===== src/rtl/hazard_ctrl_seq.sv =====
// Hazard controller beside the ID/EX datapath: N-deep operand forwarding plus
// multi-cycle load-use stall and branch flush sequenced by a small FSM.
module hazard_ctrl_seq #(
    parameter int REG_W      = 5,
    parameter int FWD_STAGES = 2,
    parameter int LOAD_LAT   = 1,
    parameter int BR_FLUSH   = 1,
    parameter int CNT_W      = 16,
    localparam int SEL_W     = $clog2(FWD_STAGES + 1)
) (
    input  logic                        clk,
    input  logic                        reset,
    input  logic [REG_W-1:0]            rs_d,
    input  logic [REG_W-1:0]            rt_d,
    input  logic [REG_W-1:0]            rs_e,
    input  logic [REG_W-1:0]            rt_e,
    input  logic [REG_W-1:0]            dst_e,
    input  logic                        load_e,
    input  logic [FWD_STAGES*REG_W-1:0] dst_vec,
    input  logic [FWD_STAGES-1:0]       wr_vec,
    input  logic                        branch_taken_e,
    input  logic                        ext_stall,
    output logic [SEL_W-1:0]            fwd_a,
    output logic [SEL_W-1:0]            fwd_b,
    output logic                        stall_f,
    output logic                        stall_d,
    output logic                        flush_d,
    output logic                        flush_e,
    output logic                        busy,
    output logic [CNT_W-1:0]            stall_cycles
);
    localparam int CNT_MAX = ((LOAD_LAT > BR_FLUSH) ? LOAD_LAT : BR_FLUSH) - 1;
    localparam int CW      = (CNT_MAX > 0) ? $clog2(CNT_MAX + 1) : 1;

    typedef enum logic [1:0] {IDLE, LSTALL, BFLUSH} state_t;

    state_t           state, state_n;
    logic [CW-1:0]    cnt, cnt_n;
    logic [CNT_W-1:0] stall_cnt;
    logic [FWD_STAGES-1:0] match_a, match_b;
    logic [SEL_W-1:0] fa_raw, fb_raw;
    logic sf, sd, fd, fe;
    logic lhz, bhz;

    // Per-stage comparators; r0 is hard-wired zero and never forwarded.
    for (genvar k = 0; k < FWD_STAGES; k++) begin : g_match
        assign match_a[k] = wr_vec[k] && (dst_vec[k*REG_W +: REG_W] == rs_e) && (rs_e != '0);
        assign match_b[k] = wr_vec[k] && (dst_vec[k*REG_W +: REG_W] == rt_e) && (rt_e != '0);
    end

    // Scan oldest to youngest so the youngest matching stage is the last writer.
    always_comb begin
        fa_raw = '0;
        fb_raw = '0;
        for (int k = FWD_STAGES; k >= 1; k--) begin
            if (match_a[k-1]) fa_raw = SEL_W'(k);
            if (match_b[k-1]) fb_raw = SEL_W'(k);
        end
    end

    assign lhz = load_e && (dst_e != '0) && ((dst_e == rs_d) || (dst_e == rt_d));
    assign bhz = branch_taken_e;

    always_comb begin
        state_n = state;
        cnt_n   = cnt;
        sf      = 1'b0;
        sd      = 1'b0;
        fd      = 1'b0;
        fe      = 1'b0;
        if (!ext_stall) begin
            unique case (state)
                IDLE, LSTALL: begin
                    if (bhz) begin
                        // A taken branch squashes whatever the load stall was protecting.
                        fd = 1'b1;
                        fe = 1'b1;
                        if (BR_FLUSH > 1) begin
                            state_n = BFLUSH;
                            cnt_n   = CW'(BR_FLUSH - 2);
                        end else begin
                            state_n = IDLE;
                        end
                    end else if (state == LSTALL) begin
                        sf = 1'b1;
                        sd = 1'b1;
                        fe = 1'b1;
                        if (cnt == '0) state_n = IDLE;
                        else           cnt_n   = cnt - CW'(1);
                    end else if (lhz) begin
                        sf = 1'b1;
                        sd = 1'b1;
                        fe = 1'b1;
                        if (LOAD_LAT > 1) begin
                            state_n = LSTALL;
                            cnt_n   = CW'(LOAD_LAT - 2);
                        end
                    end
                end
                BFLUSH: begin
                    fd = 1'b1;
                    fe = 1'b1;
                    if (cnt == '0) state_n = IDLE;
                    else           cnt_n   = cnt - CW'(1);
                end
                default: state_n = IDLE;
            endcase
        end
    end

    always_ff @(posedge clk) begin
        if (reset) begin
            state     <= IDLE;
            cnt       <= '0;
            stall_cnt <= '0;
        end else begin
            state <= state_n;
            cnt   <= cnt_n;
            if (sf && (stall_cnt != '1)) stall_cnt <= stall_cnt + CNT_W'(1);
        end
    end

    // Everything reads as zero while reset is held, forwarding included.
    assign fwd_a        = reset ? '0 : fa_raw;
    assign fwd_b        = reset ? '0 : fb_raw;
    assign stall_f      = !reset && sf;
    assign stall_d      = !reset && sd;
    assign flush_d      = !reset && fd;
    assign flush_e      = !reset && fe;
    assign busy         = !reset && (state != IDLE);
    assign stall_cycles = reset ? '0 : stall_cnt;
endmodule


===== config.mk =====
export PLATFORM = sky130hd
export DESIGN_NAME = hazard_ctrl_seq
export DESIGN_NICKNAME = d
export VERILOG_FILES = /design/src/rtl/hazard_ctrl_seq.sv
export SDC_FILE = /design/constraint.sdc
export NUM_CORES = 1
export LEC_CHECK = 0
export CAP_MARGIN = 5
export CELL_PAD_IN_SITES_DETAIL_PLACEMENT = 0
export CELL_PAD_IN_SITES_GLOBAL_PLACEMENT = 1
export CORE_AREA = 2 2 78 80
export CTS_CLUSTER_DIAMETER = 200
export CTS_CLUSTER_SIZE = 20
export DETAILED_ROUTE_END_ITERATION = 7
export DIE_AREA = 0 0 80 82
export GPL_ROUTABILITY_DRIVEN = 0
export PLACE_DENSITY_LB_ADDON = 0.1
export SYNTH_ARGS = -nofsm -noshare
export SYNTH_HDL_FRONTEND = slang
export SYNTH_SLANG_ARGS = --single-unit

===== constraint.sdc =====
create_clock -name clk -period 1.8 [get_ports clk]
set_input_delay 0.45 -clock clk [delete_from_list [all_inputs] [get_ports clk]]
set_output_delay 0.45 -clock clk [all_outputs]
set_load 0.01 [all_outputs]

==> results_dict.tcl, run 1 <==
set metrics [dict create \
    vias 1755 \
    ys_types 34 \
    synth_commonest_cells "25 x nor2_1, 16 x dfxtp_1, 16 x nor2b_1, 16 x xnor2_1, 14 x xor2_1" \
    arrival_ns 1.69 \
    synthTopCellsByArea "dfxtp_1 22%, xnor2_1 9.8%, mux2_2 9.5%" \
    skew_ns 0.00216 \
    violations "negative setup slack" \
    power.density_nw_per_um2 318 \
    crit_path_top_delay_cell "clkdlybuf4s50_1" \
    syn-instance-count 179 \
    min_path_type "flop to flop" \
    drc 0 \
    grt-ovfl-total 0 \
    hpwlAfterDp_um 3780 \
    clockBufferDepth 2 \
    wl_um 5330 \
    drtIter0Drc 16 \
    antenna_found_initial 0 \
    setup_ws_ns -0.338 \
    worstSetupStartpointType "input pin" \
    synth_top_area_frac 0.224 \
    grt_use_total 0.166 \
    cp_num_cells 5 \
    ys_warn_count 0 \
    fillers 552 \
    syn-cell-area_um2 1430 \
    setup_viol 23 \
    path_cells "clkdlybuf4s50_1, xnor2_1, nand4_1, nor4_4, buf_2" \
    crit_path_max_incr_delay_ns 0.53 \
    grt_pass1_wl_um 8650 \
    synth-async-reset-ratio 0 \
    regMostFlops "stall_cnt" \
    synth_edf_count 0 \
    maxCapViolCount 0 \
    fp.coreArea_um2 5750 \
    die_w_um 80 \
    cp_num_buf_inv 2 \
    cp.required_ns 1.35 \
    status "finished with violations" \
    num_antenna_cells 0 \
    syn_avg_cell_area_um2 7.98 \
    total_power_w 0.000987 \
    synth_seq_cells 16 \
    clkLatencyLatePin_ns 0.25 \
    syn_nets 222 \
    hold_viol 0 \
    holdWs_ns 0.614 \
    yosysSeqAreaShare 0.224 \
    final_util 0.540 \
    final_antenna_net_count 0 \
    vias_per_cell 4.72 \
    cts_htree_levels 1 \
    area_growth_pct 117 \
    cp-end-kind "output pin" \
    dieHeight_um 82 \
    top_regs "stall_cnt: 16 flops" \
    clock_sinks 16 \
    drive_above_1_share 0.606 \
    timing.fmax_mhz 468 \
    fin_crit_sh 1.19 \
    ir_drop_v 0.000283 \
    numCtsBuffers 3 \
    design_area_um2 3100 \
    critPathMaxFanout 2 \
    grt_max_degree 26 \
    start_util 0.248 \
    grt_pass1_vias 1827 \
    first_pass_iters 4 \
    largest_reg_flops 16 \
    ys.flop_type "dfxtp_1" \
    dieArea_um2 6560 \
    wl_per_cell_um 14.3 \
    worstSetupPathType "input pin to output pin" \
    setup_tns_ns -2.85 \
    slew_violations 0 \
    reg2regPathDepth 5 \
    grt_setup_unrepaired "yes" \
    crit_family "buffers and inverters" \
    placed_cell_area_um2 2550 \
    synth_largest_area_cell "dfxtp_1" \
    io_pins 67 \
    leakagePower_nw 1.29 \
    num_rows 28 \
    root_buffer "clkbuf_8" \
    layout.nets 342 \
    multiInputGateArea_um2 1630 \
    port_buffers 65 \
    path_clk_slew_ns 0.07 \
    register_area_um2 330 \
    hold_depth 2 \
    synth_most_common_cell "nor2_1" \
    post-route-min-period_ns 2.14 \
    cts_tree "yes" \
]
==> repair_timing <==
item                                    CTS  global route
pin swaps                                41            21
gates resized for setup                 260            46
endpoints found under the setup margin   40            32
cloned                                    2             0
setup buffers                            12             5
hold buffers                              0             0
==> tightest hold or removal path: cells and delay by family (launching register included) <==
family | cells | cell delay [ns]
multiplexers | 1 | 0.14
flip-flops | 1 | 0.34
AND/OR/NAND/NOR | 1 | 0.11
==> worst paths after layout <==
| check | startpoint | end | slack [ns] |
|---|---|---|---|
| max | dst_vec[5] | fwd_b[1] | -0.34 |
| min | stall_cnt[7] | stall_cnt[7] | 0.61 |
| min reg2reg | stall_cnt[7] | stall_cnt[7] | 0.61 |
| max reg2reg | stall_cnt[7] | stall_cnt[14] | -0.01 |
==> cells by family (layout without fill, tap and decap cells) <==
family	count (synthesis)	in the layout	share of synthesized area
multiplexers	14	14	0.110
AND/OR/NAND/NOR	99	100	0.383
AO/OA/AOI/OAI	9	9	0.0526
other	1	1	0.00263
XOR/XNOR	30	30	0.184
buffers and inverters	9	126	0.0342
flip-flops	16	16	0.224
adder cells (fa/ha/maj)	1	1	0.00876
==> through the flow <==
| step | setup WS [ns] | std cells |
|---|---|---|
| final | -0.338 | 372 |
| after global routing | -0.403 | 372 |
| after CTS | -0.425 | 369 |
| after detailed placement | -1.03 | 354 |
| after global placement | -1.03 | 354 |
| after floorplan | -0.161 | 179 |
==> final cells by class <==
cell class	count	area share
Sequential cell	16	0.106
Inverter	3	0.00363
Timing Repair Buffer	120	0.322
Multi-Input combinational cell	155	0.524
Tap cell	75	0.0303
Clock buffer	3	0.0133
==> placed cells by master (no fill, tap or decap), types with 3 or more instances in the layout <==
cell type,netlist,routed
clkbuf_8,0,3
buf_6,1,21
nor2b_4,0,11
buf_4,2,38
mux2_4,0,14
or4_4,1,5
clkdlybuf4s50_1,0,5
xnor2_1,16,14
nand2_1,6,6
xor2_2,0,5
nand3_1,8,7
buf_2,0,29
nor2b_1,16,3
buf_12,0,3
nor4_2,0,3
inv_1,3,3
nor2_1,25,16
nor2_2,0,3
dfxtp_2,0,8
dfxtp_1,16,8
and2_1,3,3
nand4_1,10,10
nor2_4,0,6
xor2_1,14,9
nor4_4,0,8
dlygate4sd2_1,0,19
nor3_4,0,7
==> report_power, final <==
part / switching [W] / internal [W]
logic: 0.000168 / 0.000182
clock network: 0.000133 / 0.000149
registers: 0.000000301 / 0.000354
==> per-layer routing <==
metal / GRT usage / routed length (um) / vias up
li1: - / - / 870
met1: 0.202 / 2310 / 833
met2: 0.315 / 2720 / 48
met3: 0.0198 / 276 / 4
met4: 0.0339 / 26 / 0
met5: 0 / 0 / -
No activity file was read; power rests on OpenSTA's default activity.
==> inputs of run 2 (changes only) <==
- CAP_MARGIN: 5 -> default
==> results of run 2 <==
Final layout, timing and power as in run 1 (identical DEF).
==> RTL edit: new RTL, config.mk and constraints of run 2 <==
Reset style: asynchronous (`reset`), changed in one clocked block.
--- a/src/rtl/hazard_ctrl_seq.sv
+++ b/src/rtl/hazard_ctrl_seq.sv
@@ -110,3 +110,3 @@
 
-    always_ff @(posedge clk) begin
+    always_ff @(posedge clk or posedge reset) begin
         if (reset) begin
Check against the original RTL: same outputs for any inputs over 10 cycles, from zero or initial values and one cycle with reset high; that may be too few to reach the edited logic, so the function may still have changed.
==> RTL edit against run 2 <==
The flow still finishes with violations (negative setup slack); hold slack lost 110 ps; highest routed layer unchanged; via count shrank 10%; clock power grew 16%; cell count shrank 6.5%; power grew 11%; maximum frequency shrank 3.2%; critical endpoint is now flush_e; setup slack lost 70 ps; clock skew grew 1.6 ps; sequential cell count is the same; wire length shrank 9.7%; synthesized area grew 0.79%; final area shrank 16%.
==> RTL edit: results <==
[power_and_ir_drop]
peakVddDrop_mv = 0.315
power_leakage_nw = 1.14
sw_frac_of_total_pct = 28.0

[grt]
grt_pass1_vias = 1665
track_usage_pct = 15.0
grt_max_degree = 17
grt_pass1_wl_mm = 7.69

[detailed_routing]
wl_per_cell_um = 13.8
drtPass1Iterations = 4
finalWirelength_mm = 4.82
dr.first_iter.drc_count = 24
vias = 1576

[place]
dp.cells = 332
hpwl_mm = 3.83
postPlaceCellArea_sq_mm = 0.00244

[synthesis]
yosysUniqueCellTypes = 31
syn-num-nets = 208
synth_area_leaders = "dfrtp_1 28%, xnor2_1 25%, nor2b_1 7.4%"
avgSynthCellArea_sq_um = 8.72
async_reset_ff_share_pct = 100
synth_commonest_cells = "41 x xnor2_1, 17 x nor2b_1, 16 x dfrtp_1, 15 x nand3_1, 12 x nand4_1"
ys_seq_area_share_pct = 27.8

[clock_network]
htree_levels = 1

[sta]
timing.final.ws_setup_ps = -409
setup_viol = 7
skew_ps = 3.79

[final_layout]
drive_above_1_share_pct = 42.9
fill_cells = 618
num_antenna_cells = 0

[critical_path]
crit_arrival_ps = 1760

[status]
status = "finished, violations left"
violations = "negative setup slack"
==> RTL edit: cell families after synthesis <==
family / after synthesis / synth area share (%)
xor+xnor: 45 / 27.4
other cells: 1 / 0.261
buf+inv: 8 / 3.13
fa+ha+maj: 1 / 0.869
simple gates: 90 / 37.1
mux: 1 / 1.04
compound gates: 3 / 2.35
flops: 16 / 27.8
==> RTL edit: power groups by stage <==
stage	Combinational (mW)	Clock [mW]	Sequential, mW
floorplan	0.146	0	0.393
global placement	0.375	0	0.389
detailed placement	0.381	0	0.390
CTS	0.393	0.334	0.384
global route	0.419	0.360	0.386
finish	0.387	0.326	0.383
==> RTL edit: through the flow <==
stage | setup TNS [ps] | worst slack (ps) | power, mW
finish | -2290 | -409 | 1.10
global route | -2720 | -459 | 1.16
CTS | -2350 | -403 | 1.11
detailed placement | -23440 | -1130 | 0.771
global placement | -22620 | -1100 | 0.764
floorplan | -1030 | -316 | 0.539
==> RTL edit: worst paths after layout <==
| path | startpoint | end | slack (ps) | cells past startpoint |
|---|---|---|---|---|
| setup / recovery | dst_e[2] | flush_e | -410 | 8 |
| hold / removal | stall_cnt[15]$_DFFE_PP0P_ | stall_cnt[15]$_DFFE_PP0P_ | 510 | 1 |
| setup reg to reg | stall_cnt[0]$_DFFE_PP0P_ | stall_cnt[13]$_DFFE_PP0P_ | 80 | 7 |
| hold reg to reg | stall_cnt[15]$_DFFE_PP0P_ | stall_cnt[15]$_DFFE_PP0P_ | 510 | 1 |
| max in group asynchronous | reset | stall_cnt[4]$_DFFE_PP0P_ | 970 | 4 |
| min in group asynchronous | reset | stall_cnt[14]$_DFFE_PP0P_ | 620 | 4 |
==> RTL edit: timing repair <==
item | in CTS | in global routing
resized for setup | 178 | 30
pin swaps | 27 | 17
setup buffers | 12 | 0
setup endpoints to repair | 40 | 32
==> RTL edit: final cells by class <==
class                      instances  area share (%)
multi-input combinational        141            44.8
timing repair buffer             110            33.6
sequential                        16            15.5
tap                               75            3.62
clock buffer                       4            2.13
inverter                           2           0.386
==> RTL edit: routing by layer <==
| metal | track usage [%] | up-vias | share of wire [%] |
|---|---|---|---|
| met2 | 30.2 | 49 | 55 |
| met1 | 16.6 | 738 | 39 |
| met4 | 3.56 | 0 | 0.77 |
| met5 | 0 | - | 0 |
| li1 | - | 785 | - |
| met3 | 1.76 | 4 | 5.2 |
==> RTL edit: worst max-delay path: cells and delay by family <==
kind	cells	cell delay, ps
AND/OR/NAND/NOR	2	580
buffers and inverters	4	410
AO/OA/AOI/OAI	2	310
